===== src/rtl/reg_file_sb.sv =====
// Register file: two combinational read ports, one write port, write-through bypass, busy scoreboard.
// Latency: reads are zero-cycle; writes, reservations and busy_count update on the rising edge.
// Backpressure: none; every strobe is accepted on the cycle it is presented.
module reg_file_sb #(
  parameter int DATA_W   = 32,
  parameter int ADDR_W   = 5,
  parameter int NREG     = 32,
  parameter int ZERO_REG = 1,
  parameter int BYPASS   = 1
) (
  input  logic              clk,
  input  logic              rst,
  input  logic [ADDR_W-1:0] read_addr_1,
  input  logic [ADDR_W-1:0] read_addr_2,
  output logic [DATA_W-1:0] read_data_1,
  output logic [DATA_W-1:0] read_data_2,
  output logic              read_busy_1,
  output logic              read_busy_2,
  input  logic              write_en,
  input  logic [ADDR_W-1:0] write_addr,
  input  logic [DATA_W-1:0] write_data,
  input  logic              rsv_en,
  input  logic [ADDR_W-1:0] rsv_addr,
  output logic [ADDR_W:0]   busy_count
);

  logic [DATA_W-1:0] regs [NREG];
  logic [NREG-1:0]   busy;

  // An address is live if it is implemented and is not the hardwired zero register.
  function automatic logic addr_ok(input logic [ADDR_W-1:0] a);
    return (32'(a) < NREG) && !((ZERO_REG != 0) && (a == '0));
  endfunction

  logic wr_ok, rsv_ok, same_addr, cnt_inc, cnt_dec;

  always_comb begin
    wr_ok     = write_en && addr_ok(write_addr);
    rsv_ok    = rsv_en && addr_ok(rsv_addr);
    same_addr = wr_ok && rsv_ok && (write_addr == rsv_addr);
    // A write to a register reserved in the same cycle leaves it busy, so it never decrements.
    cnt_inc   = rsv_ok && !busy[rsv_addr];
    cnt_dec   = wr_ok && busy[write_addr] && !same_addr;
  end

  always_ff @(posedge clk or posedge rst) begin
    if (rst) begin
      for (int i = 0; i < NREG; i++) begin
        regs[i] <= '0;
      end
      busy       <= '0;
      busy_count <= '0;
    end else begin
      if (wr_ok) begin
        regs[write_addr] <= write_data;
        busy[write_addr] <= 1'b0;
      end
      if (rsv_ok) begin
        busy[rsv_addr] <= 1'b1;
      end
      case ({cnt_inc, cnt_dec})
        2'b10:   busy_count <= busy_count + (ADDR_W+1)'(1);
        2'b01:   busy_count <= busy_count - (ADDR_W+1)'(1);
        default: busy_count <= busy_count;
      endcase
    end
  end

  always_comb begin
    read_data_1 = '0;
    read_busy_1 = 1'b0;
    if ((BYPASS != 0) && wr_ok && (write_addr == read_addr_1)) begin
      read_data_1 = write_data;
    end else if (addr_ok(read_addr_1)) begin
      read_data_1 = regs[read_addr_1];
      read_busy_1 = busy[read_addr_1];
    end
  end

  always_comb begin
    read_data_2 = '0;
    read_busy_2 = 1'b0;
    if ((BYPASS != 0) && wr_ok && (write_addr == read_addr_2)) begin
      read_data_2 = write_data;
    end else if (addr_ok(read_addr_2)) begin
      read_data_2 = regs[read_addr_2];
      read_busy_2 = busy[read_addr_2];
    end
  end

endmodule


===== config.mk =====
export PLATFORM = sky130hd
export DESIGN_NAME = reg_file_sb
export DESIGN_NICKNAME = d
export VERILOG_FILES = /design/src/rtl/reg_file_sb.sv
export SDC_FILE = /design/constraint.sdc
export NUM_CORES = 2
export LEC_CHECK = 0
export CAP_MARGIN = 40
export CORE_ASPECT_RATIO = 0.9
export CORE_UTILIZATION = 50
export CTS_BUF_LIST = sky130_fd_sc_hd__clkbuf_4 sky130_fd_sc_hd__clkbuf_8
export DETAILED_ROUTE_END_ITERATION = 6
export DONT_BUFFER_PORTS = 1
export HOLD_SLACK_MARGIN = 0.06
export PLACE_DENSITY = 0.73
export SLEW_MARGIN = 5
export SYNTH_ARGS = -nofsm -noshare
export SYNTH_HDL_FRONTEND = slang
export SYNTH_SLANG_ARGS = --single-unit

===== constraint.sdc =====
create_clock -name clk -period 100.8 [get_ports clk]
set_input_delay 10.08 -clock clk [delete_from_list [all_inputs] [get_ports clk]]
set_output_delay 10.08 -clock clk [all_outputs]
set_load 0.01 [all_outputs]

==> run summary <==
Initial Utilization -> 50.6%
Main synth FF type -> dfrtp_1
EDFF count, synth -> 0
gpl congestion -> 0.854
placed insts -> 5426
Area Growth Syn to Fin -> 8.23%
crit-path max FO -> 238
total grt overflow -> 0
Hold WC Path Type -> register to register
vias post-DR -> 39400
Vias/cell -> 6.86
root buffer cell -> clkbuf_8
leading cell types in the layout, fill and taps excluded -> dfrtp_1 (1062), mux2_2 (1008), mux2i_1 (448)
Fin. Hold Viols -> 0
peak supply drop -> 10.5 uV
Worst path max stage delay -> 930 ps
Internal -> 895 uW
Post-CTS Setup Inserts -> 0
die width -> 363 um
Detail Route Antenna Nets -> 0
Max Slew Vio Count -> 0
vias in the first global route -> 40100
Post-Synth Adder-Cell Area -> 0.141%
largest net degree at the start of global routing -> 259
# nets final -> 4109
unique cell type count in the Yosys netlist -> 56
core box area -> 116000 um^2
wire per inst -> 32.1 um
drt first-iter violations -> 4622
flops & latches, synth -> 1062
clock net sink count -> 1062
area of the die -> 118000 um^2
Max Root-Sink Buffers -> 3
clk_skew -> 21.2 ps
CTS tree -> done
GRT Overall Usage -> 31.2%
ys async rst share -> 100%
hold slack -> 395 ps
RSZ-0062 raised after global routing -> false
Worst-Skew Late Latency -> 890 ps
XOR/XNOR share of the synthesized area -> 0.299%
synthesized area -> 58500 um^2
Pre-antenna DRT Iters -> 5
DP HPWL -> 98.9 mm
Reg clk slew, reported paths -> 60 ps
initial antenna violation count -> 4
critical path class -> input port to primary output
max cap viols -> 0
worst endpoint required time -> 90720 ps
outcome -> complete, no violations
Synth Net Count -> 4324
P_sw -> 339 uW
I/O pin cnt -> 128
Final Setup Violations -> 0
clock power share -> 34.4%
main combinational cell family by area after synthesis -> multiplexers
number of remaining DRC errors -> 0
worst slew pin tran -> 1190 ps
Tcrit/Tclk final -> 22.8%
fin crit period -> 22980 ps
CTS Hold Buffers Added -> 0
final WL -> 184 mm
Max Fclk -> 43.5 MHz
commonest non-fill, non-tap cell in the layout -> dfrtp_1
H-tree Lvls -> 4
post-synthesis mux area share -> 40.8%
CP arrival -> 12900 ps
Sw Share -> 27.5%
Fill cells -> 9364
Synth Instances -> 4262
post-synthesis area per instance -> 13.7 um^2
area fraction in compound gates after synthesis -> 6.75%
normalized max-slew margin -> 20.4%
TNS Setup -> 0 ps
Num CTS Buffers -> 179
Static Leak -> 28.0 nW
crit start category -> input port
Rows -> 118
Synth Area in Simple Gates -> 2.60%
Synth warnings -> 0
cell at the slowest stage of the critical path -> nor2b_4
CTS resizes -> 0
Die Ht -> 327 um
share of layout cells above drive strength 1 -> 43.6%
first-pass GRT wire length -> 273 mm
combinational share of power -> 19.2%
sequential share of the synthesized area -> 45.4%
I/O Buffers -> 0
Finished Layout Cells -> 5743
CP cell instances -> nor2b_4 > buf_4 > a22oi_1 > a21oi_1 > a311oi_1 > a22o_1
PwrDens -> 19.5 nW/um^2
Flop pwr share -> 46.4%
CP Capture Type -> primary output
[through the flow]
step           instance area, um^2  total power, mW  utilization, %  setup WS, ps
2_1_floorplan                58500            0.767               -         60830
6_report                     63400             1.23            54.8         77820
3_3_place_gp                 59000            0.798            51.0         78340
3_5_place_dp                 59400            0.812            51.4         78210
4_1_cts                      63400             1.23            54.8         78260
5_1_grt                      63400             1.28            54.8         78250
[area by class of cell]
cell class	count	area, um^2	share of cell area, %
antenna	1	2.50	0.00395
clock buffer	295	3710	5.85
sequential	1062	26600	41.9
tap	1560	1950	3.08
inverter	11	48.8	0.0770
clock inverter	21	241	0.381
timing repair buffer	87	953	1.50
multi-input combinational	2706	29900	47.2
[cells by family after synthesis]
| group | after synthesis |
|---|---|
| multiplexers | 1813 |
| flip-flops | 1062 |
| AO/OA/AOI/OAI | 550 |
| buffers and inverters | 494 |
| AND/OR/NAND/NOR | 317 |
| XOR/XNOR | 20 |
| adder cells (fa/ha/maj) | 6 |
[power by group through the flow]
| stage | clock, mW | combinational [mW] | sequential [mW] |
|---|---|---|---|
| floorplan | 0 | 0.209 | 0.558 |
| global placement | 0 | 0.227 | 0.571 |
| detailed placement | 0 | 0.235 | 0.577 |
| CTS | 0.429 | 0.235 | 0.570 |
| global route | 0.448 | 0.253 | 0.583 |
| finish | 0.424 | 0.236 | 0.573 |
[metal layers]
layer  part of all wire (%)  vias up  track usage (%)
met4                    4.6        2             14.1
met3                     10      502             8.39
met5                  0.029        -            0.320
met2                     46     2151             47.7
met1                     39    20900             41.8
li1                       -    15900                -
[registers in the layout, indices dropped and copies added, names as in the netlist]
| name | count |
|---|---|
| busy_count | 6 |
| busy | 32 |
| regs | 1024 |
[cell usage after synthesis, types with 44 or more instances]
master,number,share of area [%]
dfrtp_1,1062,45
nand2_1,159,1.0
o21ai_0,76,0.65
clkbuf_1,205,1.3
a22o_1,66,0.99
a31oi_1,44,0.47
a22oi_1,176,2.3
mux2_2,1008,19
nand2b_1,55,0.59
buf_2,160,1.4
mux4_2,355,14
mux2i_1,448,7.7
a311oi_1,48,0.72
a21oi_1,66,0.56
buf_1,65,0.42
[worst max-delay path: cells and delay by family]
| kind | cells | cell delay, ps |
|---|---|---|
| buf+inv | 1 | 510 |
| compound gates | 4 | 870 |
| simple gates | 1 | 930 |
[final timing paths]
kind | start | end | slack (ps) | depth (start not counted)
worst min-delay path | regs[995] | regs[995] | 400 | 0
max in group asynchronous | rst | regs[1016] | 88020 | 8
worst min register to register | regs[995] | regs[995] | 400 | 0
min in group asynchronous | rst | regs[804] | 9200 | 1
worst max register to register | busy[19] | busy_count[5] | 97340 | 11
worst max-delay path | read_addr_1[0] | read_data_1[0] | 77820 | 6
No activity file was read; power rests on OpenSTA's default activity.
